[src/rtl/st_pkt_sf_fifo_if.sv]
// Avalon-ST style packet stream interface shared by st_encoder and st_pkt_sf_fifo.
interface st_pkt_intf #(
    parameter int DATA_W  = 64,
    parameter int EMPTY_W = 3
);
    logic [DATA_W-1:0]  data;
    logic               sop;
    logic               eop;
    logic [EMPTY_W-1:0] empty;
    logic               valid;
    logic               ready;

    modport master (
        output data, sop, eop, empty, valid,
        input  ready
    );

    modport slave (
        input  data, sop, eop, empty, valid,
        output ready
    );
endinterface

[src/rtl/st_pkt_sf_fifo.sv]
// Store-and-forward packet FIFO: a packet becomes visible downstream only once
// its eop beat is stored. Oversize packets and broken framing are dropped whole.
module st_pkt_sf_fifo #(
    parameter int DATA_W  = 64,
    parameter int EMPTY_W = 3,
    parameter int DEPTH   = 32
) (
    input  logic                     clk,
    input  logic                     rst,
    st_pkt_intf.slave                i_pkt_intf,
    st_pkt_intf.master               o_pkt_intf,
    output logic [$clog2(DEPTH):0]   o_pkt_cnt,
    output logic                     o_drop,
    output logic                     o_err
);
    localparam int AW     = $clog2(DEPTH);
    localparam int PTR_W  = AW + 1;
    localparam int BEAT_W = DATA_W + 2 + EMPTY_W;

    typedef enum logic [1:0] {
        ST_IDLE = 2'd0,
        ST_PKT  = 2'd1,
        ST_DROP = 2'd2
    } wr_state_e;

    wr_state_e              state_r;
    wr_state_e              state_nxt_s;
    logic [BEAT_W-1:0]      mem_r [DEPTH];
    logic [PTR_W-1:0]       wr_ptr_r;
    logic [PTR_W-1:0]       commit_ptr_r;
    logic [PTR_W-1:0]       rd_ptr_r;
    logic [PTR_W-1:0]       used_s;
    logic [PTR_W-1:0]       wr_base_s;
    logic                   full_s;
    logic                   in_ready_s;
    logic                   in_fire_s;
    logic                   out_valid_s;
    logic                   out_fire_s;
    logic                   rd_eop_fire_s;
    logic                   overflow_s;
    logic                   wr_en_s;
    logic                   commit_en_s;
    logic                   rewind_s;
    logic                   err_s;
    logic                   drop_s;
    logic [BEAT_W-1:0]      rd_beat_s;

    assign used_s     = wr_ptr_r - rd_ptr_r;
    assign full_s     = (used_s == PTR_W'(DEPTH));
    // A partial packet that fills the buffer on its own can never be committed.
    assign overflow_s = full_s && (commit_ptr_r == rd_ptr_r);
    assign in_ready_s = (state_r == ST_DROP) ? 1'b1 : !full_s;
    assign in_fire_s  = i_pkt_intf.valid && in_ready_s;
    assign i_pkt_intf.ready = in_ready_s;

    assign out_valid_s   = (rd_ptr_r != commit_ptr_r);
    assign out_fire_s    = out_valid_s && o_pkt_intf.ready;
    assign rd_beat_s     = mem_r[rd_ptr_r[AW-1:0]];
    assign rd_eop_fire_s = out_fire_s && rd_beat_s[EMPTY_W];

    assign o_pkt_intf.valid = out_valid_s;
    assign o_pkt_intf.data  = rd_beat_s[BEAT_W-1 -: DATA_W];
    assign o_pkt_intf.sop   = rd_beat_s[EMPTY_W+1];
    assign o_pkt_intf.eop   = rd_beat_s[EMPTY_W];
    assign o_pkt_intf.empty = rd_beat_s[EMPTY_W-1:0];

    // Write FSM state register.
    always_ff @(posedge clk) begin
        if (rst) begin
            state_r <= ST_IDLE;
        end else begin
            state_r <= state_nxt_s;
        end
    end

    // Write FSM next-state decode.
    always_comb begin
        state_nxt_s = state_r;
        case (state_r)
            ST_IDLE: begin
                if (in_fire_s && i_pkt_intf.sop && !i_pkt_intf.eop) begin
                    state_nxt_s = ST_PKT;
                end else begin
                    state_nxt_s = ST_IDLE;
                end
            end
            ST_PKT: begin
                if (overflow_s) begin
                    state_nxt_s = ST_DROP;
                end else if (in_fire_s && i_pkt_intf.eop) begin
                    state_nxt_s = ST_IDLE;
                end else begin
                    state_nxt_s = ST_PKT;
                end
            end
            ST_DROP: begin
                if (in_fire_s && i_pkt_intf.eop) begin
                    state_nxt_s = ST_IDLE;
                end else begin
                    state_nxt_s = ST_DROP;
                end
            end
            default: state_nxt_s = ST_IDLE;
        endcase
    end

    // Write FSM actions: which slot to write, commits, rewinds and event pulses.
    always_comb begin
        wr_en_s     = 1'b0;
        wr_base_s   = wr_ptr_r;
        commit_en_s = 1'b0;
        rewind_s    = 1'b0;
        err_s       = 1'b0;
        drop_s      = 1'b0;
        case (state_r)
            ST_IDLE: begin
                if (in_fire_s && i_pkt_intf.sop) begin
                    wr_en_s     = 1'b1;
                    commit_en_s = i_pkt_intf.eop;
                end else if (in_fire_s) begin
                    err_s = 1'b1;
                end else begin
                    wr_en_s = 1'b0;
                end
            end
            ST_PKT: begin
                if (overflow_s) begin
                    rewind_s = 1'b1;
                    drop_s   = 1'b1;
                end else if (in_fire_s && i_pkt_intf.sop) begin
                    // Missing eop: restart the packet at the last committed slot.
                    err_s       = 1'b1;
                    wr_base_s   = commit_ptr_r;
                    wr_en_s     = 1'b1;
                    commit_en_s = i_pkt_intf.eop;
                end else if (in_fire_s) begin
                    wr_en_s     = 1'b1;
                    commit_en_s = i_pkt_intf.eop;
                end else begin
                    wr_en_s = 1'b0;
                end
            end
            ST_DROP: begin
                wr_en_s = 1'b0;
            end
            default: begin
                wr_en_s = 1'b0;
            end
        endcase
    end

    // Beat storage; contents need no reset since pointers guard every read.
    always_ff @(posedge clk) begin
        if (wr_en_s) begin
            mem_r[wr_base_s[AW-1:0]] <= {i_pkt_intf.data, i_pkt_intf.sop,
                                         i_pkt_intf.eop, i_pkt_intf.empty};
        end
    end

    // Pointer, packet count and event pulse registers.
    always_ff @(posedge clk) begin
        if (rst) begin
            wr_ptr_r     <= {PTR_W{1'b0}};
            commit_ptr_r <= {PTR_W{1'b0}};
            rd_ptr_r     <= {PTR_W{1'b0}};
            o_pkt_cnt    <= {PTR_W{1'b0}};
            o_drop       <= 1'b0;
            o_err        <= 1'b0;
        end else begin
            if (wr_en_s) begin
                wr_ptr_r <= wr_base_s + PTR_W'(1);
            end else if (rewind_s) begin
                wr_ptr_r <= commit_ptr_r;
            end
            if (commit_en_s) begin
                commit_ptr_r <= wr_base_s + PTR_W'(1);
            end
            if (out_fire_s) begin
                rd_ptr_r <= rd_ptr_r + PTR_W'(1);
            end
            case ({commit_en_s, rd_eop_fire_s})
                2'b10:   o_pkt_cnt <= o_pkt_cnt + PTR_W'(1);
                2'b01:   o_pkt_cnt <= o_pkt_cnt - PTR_W'(1);
                default: o_pkt_cnt <= o_pkt_cnt;
            endcase
            o_drop <= drop_s;
            o_err  <= err_s;
        end
    end
endmodule

[src/flat_wrapper.sv]
// flat-port wrapper written by rule: the top's interface ports become plain ports
module st_pkt_sf_fifo_flat 
#(
    parameter int DATA_W  = 64,
    parameter int EMPTY_W = 3,
    parameter int DEPTH   = 32
)
  (clk, rst, o_pkt_cnt, o_drop, o_err, i_pkt_intf_data, i_pkt_intf_sop, i_pkt_intf_eop, i_pkt_intf_empty, i_pkt_intf_valid, i_pkt_intf_ready, o_pkt_intf_data, o_pkt_intf_sop, o_pkt_intf_eop, o_pkt_intf_empty, o_pkt_intf_valid, o_pkt_intf_ready);
  st_pkt_intf #(.DATA_W(DATA_W), .EMPTY_W(EMPTY_W)) i_pkt_intf_i ();
  st_pkt_intf #(.DATA_W(DATA_W), .EMPTY_W(EMPTY_W)) o_pkt_intf_i ();
  input  logic clk;
  input  logic rst;
  output logic [$clog2(DEPTH):0] o_pkt_cnt;
  output logic o_drop;
  output logic o_err;
  input wire logic [$bits(i_pkt_intf_i.data)-1:0] i_pkt_intf_data;
  input wire logic [$bits(i_pkt_intf_i.sop)-1:0] i_pkt_intf_sop;
  input wire logic [$bits(i_pkt_intf_i.eop)-1:0] i_pkt_intf_eop;
  input wire logic [$bits(i_pkt_intf_i.empty)-1:0] i_pkt_intf_empty;
  input wire logic [$bits(i_pkt_intf_i.valid)-1:0] i_pkt_intf_valid;
  output wire logic [$bits(i_pkt_intf_i.ready)-1:0] i_pkt_intf_ready;
  output wire logic [$bits(o_pkt_intf_i.data)-1:0] o_pkt_intf_data;
  output wire logic [$bits(o_pkt_intf_i.sop)-1:0] o_pkt_intf_sop;
  output wire logic [$bits(o_pkt_intf_i.eop)-1:0] o_pkt_intf_eop;
  output wire logic [$bits(o_pkt_intf_i.empty)-1:0] o_pkt_intf_empty;
  output wire logic [$bits(o_pkt_intf_i.valid)-1:0] o_pkt_intf_valid;
  input wire logic [$bits(o_pkt_intf_i.ready)-1:0] o_pkt_intf_ready;
  assign i_pkt_intf_i.data = i_pkt_intf_data;
  assign i_pkt_intf_i.sop = i_pkt_intf_sop;
  assign i_pkt_intf_i.eop = i_pkt_intf_eop;
  assign i_pkt_intf_i.empty = i_pkt_intf_empty;
  assign i_pkt_intf_i.valid = i_pkt_intf_valid;
  assign i_pkt_intf_ready = i_pkt_intf_i.ready;
  assign o_pkt_intf_data = o_pkt_intf_i.data;
  assign o_pkt_intf_sop = o_pkt_intf_i.sop;
  assign o_pkt_intf_eop = o_pkt_intf_i.eop;
  assign o_pkt_intf_empty = o_pkt_intf_i.empty;
  assign o_pkt_intf_valid = o_pkt_intf_i.valid;
  assign o_pkt_intf_i.ready = o_pkt_intf_ready;
  st_pkt_sf_fifo #(.DATA_W(DATA_W), .EMPTY_W(EMPTY_W), .DEPTH(DEPTH)) u_core (.clk(clk), .rst(rst), .i_pkt_intf(i_pkt_intf_i), .o_pkt_intf(o_pkt_intf_i), .o_pkt_cnt(o_pkt_cnt), .o_drop(o_drop), .o_err(o_err));
endmodule
[config.mk]
export PLATFORM = sky130hd
export DESIGN_NAME = st_pkt_sf_fifo_flat
export DESIGN_NICKNAME = d
export VERILOG_FILES = /design/src/rtl/st_pkt_sf_fifo_if.sv /design/src/rtl/st_pkt_sf_fifo.sv /design/src/flat_wrapper.sv
export SDC_FILE = /design/constraint.sdc
export NUM_CORES = 2
export LEC_CHECK = 0
export ABC_AREA = 1
export CORE_MARGIN = 8
export CORE_UTILIZATION = 57
export DETAILED_ROUTE_END_ITERATION = 7
export DONT_BUFFER_PORTS = 1
export HOLD_SLACK_MARGIN = 0.08
export PLACE_DENSITY = 0.76
export REMOVE_ABC_BUFFERS = 1
export SLEW_MARGIN = 20
export SYNTH_ARGS = -nofsm -noshare
export SYNTH_HDL_FRONTEND = slang
export SYNTH_SLANG_ARGS = --single-unit
[constraint.sdc]
create_clock -name clk -period 8.9 [get_ports clk]
set_input_delay 0.445 -clock clk [delete_from_list [all_inputs] [get_ports clk]]
set_output_delay 0.445 -clock clk [all_outputs]
set_load 0.03 [all_outputs]
# Yosys cells after proc, flatten, opt, wreduce, memory -nomap -nowiden
# Memory sizes are Yosys's and may differ from the RTL's. A register that Yosys moved wholly into a read port is not among the register bits.
# Index checks and enable logic that the tools add are counted.
[op_classes]
reduce_logical = 12
add_sub_neg = 5
n_eq_ne = 7
muxes = 31
[ops]
columns = ["operator", "count"]
rows = [
  ["$mux 6", 5],
  ["$add 6x1->6 const B", 3],
  ["$mux 1", 17],
  ["$pmux 6 s2", 1],
  ["$mux 5", 2],
  ["$logic_and 1x1->1", 7],
  ["$eq 6x6->1", 1],
  ["$eq 6x6->1 const B", 1],
  ["$ne 6x6->1", 1],
  ["$pmux 1 s2", 3],
  ["$pmux 2 s3", 1],
  ["$sub 6x1->6 const B", 1],
  ["$sub 6x6->6", 1],
  ["$eq 2x1->1 const B", 2],
  ["$eq 2x2->1 const B", 2],
  ["$mux 2", 2],
  ["$reduce_bool 2->1", 2],
  ["$logic_not 1->1", 2],
  ["$logic_not 2->1", 1],
]
[word_totals]
ram_bits = 2208
register_bits = 28
memories = 1
elab_cells = 63
[memory_table]
columns = ["name", "words", "width", "rd", "rd_clocked_by_memory_dff", "write_ports", "line_no", "source"]
rows = [
  ["u_core.mem_r", 32, 69, 1, 1, 1, "st_pkt_sf_fifo.sv:28", "logic [BEAT_W-1:0] mem_r [DEPTH];"],
]

# Depth between registers and ports, before layout
[depth]
depth_word = 11
mapped_depth = 28
ltp_nobuf = 27

# Least setup slack after synthesis
# Ideal clock, no wire load.
[synth_path]
path_kind = "reg-to-reg"
from = "reg u_core.rd_ptr_r[2]"
to = "mem u_core.mem_r[7][0] (netlist bit), enable pin"
synth_period_minus_slack_ps = 5699
setup_time_ps = 497
t_arrival_ps = 5202
path_stages_with_launch = 16
setup_slack_ps = 3201
path_cell_list = "dfxtp_1 -> inv_1 -> ha_1 -> or2_1 -> nand3_2 -> nand3_2 -> nand2_2 -> inv_2 -> o211ai_1 -> nand2_1 -> nor2_1 -> nand2_1 -> nand2_1 -> buf_4 -> nand2_1 -> nor2_1"
[synth_between]
elab_chain_cells = 11
word_cells_on_any_way = 18
[synth_rtl]
columns = ["item", "line_no", "source"]
rows = [
  ["start: declaration", "st_pkt_sf_fifo.sv:31", "logic [PTR_W-1:0] rd_ptr_r;"],
  ["start signal: assignment", "st_pkt_sf_fifo.sv:165", "rd_ptr_r <= {PTR_W{1'b0}};"],
  ["start signal: assignment", "st_pkt_sf_fifo.sv:179", "rd_ptr_r <= rd_ptr_r + PTR_W'(1);"],
  ["$sub 6x6->6 *", "st_pkt_sf_fifo.sv:48", "assign used_s = wr_ptr_r - rd_ptr_r;"],
  ["$eq 6x6->1 *", "st_pkt_sf_fifo.sv:49", "assign full_s = (used_s == PTR_W'(DEPTH));"],
  ["$logic_not 1->1 *", "st_pkt_sf_fifo.sv:52", "assign in_ready_s = (state_r == ST_DROP) ? 1'b1 : !full_s;"],
  ["$mux 1 *", "st_pkt_sf_fifo.sv:52", ""],
  ["net i_pkt_intf_ready", "flat_wrapper.sv:21", "output wire logic [$bits(i_pkt_intf_i.ready)-1:0] i_pkt_intf_ready;"],
  ["$logic_and 1x1->1 *", "st_pkt_sf_fifo.sv:53", "assign in_fire_s = i_pkt_intf.valid && in_ready_s;"],
  ["$mux 1 / $logic_and 1x1->1 (equally long branches)", "st_pkt_sf_fifo.sv:136, st_pkt_sf_fifo.sv:117, st_pkt_sf_fifo.sv:130", ""],
  ["$mux 1", "st_pkt_sf_fifo.sv:130", "end else if (in_fire_s && i_pkt_intf.sop) begin"],
  ["$mux 1", "st_pkt_sf_fifo.sv:127", "if (overflow_s) begin"],
  ["$pmux 1 s2", "st_pkt_sf_fifo.sv:115", "case (state_r)"],
  ["$mux 1", "st_pkt_sf_fifo.sv:154", "if (wr_en_s) begin"],
  ["$mux 1 (implied by the code)", "st_pkt_sf_fifo.sv:155", "mem_r[wr_base_s[AW-1:0]] <= {i_pkt_intf.data, i_pkt_intf.sop,"],
  ["end: declaration", "st_pkt_sf_fifo.sv:28", ""],
]
# The timed path passes the listed nets; every way through them passes the cells marked *.

==> flow_summary.ini <==
[run_status]
status = finished, final reports clean

[die]
initial_utilization_pct = 57.1
dieArea_um2 = 166000
die_x_um = 408
pin_count = 152
die_h_um = 408
fp.coreArea_um2 = 153000
row_count = 144

[sta]
worstMarginPinSlew_ns = 1.18
hold_slack_ns = 0.106
slew_viol_final = 0
rsz0062_at_grt = no
timing_hold_violations_final = 0
max_freq_mhz = 166
min_period_over_period_pct = 67.8
fin_skew_ns = 0.0394
setup_viol = 0
slew-limit-headroom_pct = 21.3
period_minus_slack_ns = 6.04

[power_and_ir_drop]
p_per_area_nw_per_um2 = 254
p_sw_mw = 6.94
ir_worst_vdd_mv = 0.225
p_leak_nw = 31.3
combPwrFrac_pct = 16.8
p_clk_share_pct = 35.4
seq_power_share_pct = 47.8
switching_share_pct = 28.1
p_int_mw = 17.8

[clock_tree]
cts.sinks = 2241
htreeDepth = 4
cts.clk_slew.worst_paths_ns = 0.06
cts_made_buffers = 209
clock_path_buffers = 3
clockRootBuffer = clkbuf_16
cts_tree = yes
post_cts_buffers = 0
clock_latency_ns = 0.85

[routing]
wl_um = 228000
drt_first_iter_violations = 8427
vias_per_cell = 6.47
routedWlPerCell_um = 25.9
drtAntennaViolNets = 0
dr.pass1.iters = 6
drc = 0
vias = 56836

[layout]
area_growth_pct = 11.0
final_net_count = 6647
fin_util_pct = 63.4
drive_gt1_share_pct = 7.84
final_cell_mix = 2,208 x edfxtp_1, 1,333 x nor2_1, 1,316 x o21ai_0
fin_area_um2 = 97300
layout_commonest_cell = edfxtp_1

[hold_path]
min-delay-start = rst
hold_class = in -> reg
holdPathStages = 2

[critical_path]
cp_cell_sequence = inv_8, buf_4, buf_4, o21ai_0, o22ai_1, nor2_1, o22ai_1, nand2_1, nand2_1
worst-endpoint-arrival_ns = 5.59
rr_worst_depth = 15
slowest_stage = buf_4
critPathLaunchType = flip-flop
crit_required_ns = 8.46
path_max_fanout = 170
crit_type = reg -> out
r2r_start = u_core.rd_ptr_r[2]$_SDFFE_PP0P_
worst_setup_path_end_kind = primary output
max_stage_delay_ns = 0.87

[yosys]
async_flop_share_pct = 0
synth_cell_type_count = 44
netlist_top_cells_area = edfxtp_1 76%, o21ai_0 7.5%, nor2_1 5.8%
netlist_area_um2 = 87600
synth_ff_type = edfxtp_1
synth_top_area_share_pct = 75.7
avgSynthCellArea_um2 = 13.2
synth_cells = 6624
yosys.area.top_type = edfxtp_1
synth_edf_count = 2208
ys_seq_elements = 2241
ys_warn_count = 0
seq_area_frac_synth_pct = 76.4

[grt]
grt_pass1_vias = 54287
grt_max_degree = 230
grt_first_pass_wirelength_um = 338000
grt.overflow.total = 0
grt.total_usage_pct = 26.2
antenna_found_initial = 6

[flow_run]
drv_cap = 0

[placed_design]
port_buffers = 0
dpl.hpwl_um = 113000
dpl-instance-area_um2 = 89500
gpl.final_weighted_congestion = 0.813
## synth_stat cells (2+ instances only)
cell and n:
buf_2 48, nand3_1 51, nor2_1 1365, a31oi_1 17
buf_1 35, xor2_1 2, or2_2 4, nor2_2 3
inv_2 7, nor3_1 4, edfxtp_1 2208, o22ai_1 567
a21oi_1 69, nand2_1 286, a32o_1 5, o32ai_1 4
xnor2_1 5, o31ai_1 20, buf_4 2, o21ai_0 1316
dfxtp_1 33, nand2_2 8, o211ai_1 7, nor3b_1 3
o21ai_1 2, o221ai_1 70, o21bai_1 2, ha_1 15
nand3_2 3, nor4_1 3, clkbuf_1 392, inv_1 52
a211oi_1 5
## final timing paths
check	end	slack, ns
max	o_pkt_intf_data[30]	2.86
min	u_core.state_r[0]$_SDFF_PP0_	0.11
max reg2reg	u_core.mem_r[31][22]$_DFFE_PP_	3.56
min reg2reg	u_core.state_r[1]$_SDFF_PP0_	0.53
## layout make-up
class                      count  area, µm²
inverter                      60        258
tap                         2044       2560
clock inverter               128       1160
sequential                  2241      67000
multi-input combinational   3845      18800
clock buffer                 262       5560
antenna                        2       5.00
fill                       10530      56100
timing repair buffer         201       1960
## cells by family after synthesis
family | after synthesis | share of synthesized area (%)
DFF | 2241 | 76.4
and+or+nand+nor | 1736 | 7.66
AOI/OAI and AO/OA | 2086 | 13.2
adders and majority gates | 16 | 0.237
buffers and inverters | 538 | 2.39
xor gates and xnor gates | 7 | 0.0700
## registers in the layout, summed over array words and instances (netlist names), named ones only
register / count
u_core.mem_r: 2208
u_core.o_err: 1
u_core.o_pkt_cnt: 6
u_core.o_drop: 1
u_core.state_r: 2
u_core.commit_ptr_r: 6
u_core.rd_ptr_r: 6
u_core.wr_ptr_r: 6
## power groups by stage
stage / registers [mW] / logic, mW / clock network, mW
floorplan: 12.3 / 2.80 / 0
global placement: 12.0 / 3.77 / 0
detailed placement: 12.0 / 3.86 / 0
CTS: 11.8 / 4.09 / 8.80
global route: 11.8 / 4.50 / 9.22
finish: 11.8 / 4.14 / 8.76
## routing by layer
layer	up-vias	track usage, %	wire (µm)
li1	24671	-	-
met1	27986	37.1	87000
met2	3759	41.3	106000
met3	414	6.19	29000
met4	6	7.23	5290
met5	-	0	39
## stage by stage
step,TNS (ns),setup WS [ns],cells,power (mW)
after floorplan,-2832.57,-38.67,6146,15.1
after global placement,0,3.55,8294,15.8
after detailed placement,0,3.53,8294,15.9
after CTS,0,2.99,8780,24.7
after global routing,0,2.61,8782,25.5
final,0,2.86,8783,24.7
## worst max-delay path, delay by kind of cell (launching register included)
family	cells	cell delay, ns
AOI/OAI and AO/OA	3	0.89
and+or+nand+nor	3	0.56
DFF	1	0.54
buffers and inverters	3	2.46
## repair_timing
item | CTS | global route
hold buffers | 96 | 0
endpoints found under the hold margin | 2241 | 0
gates resized for setup | 0 | 0
Power figures use the tool's default switching activity.
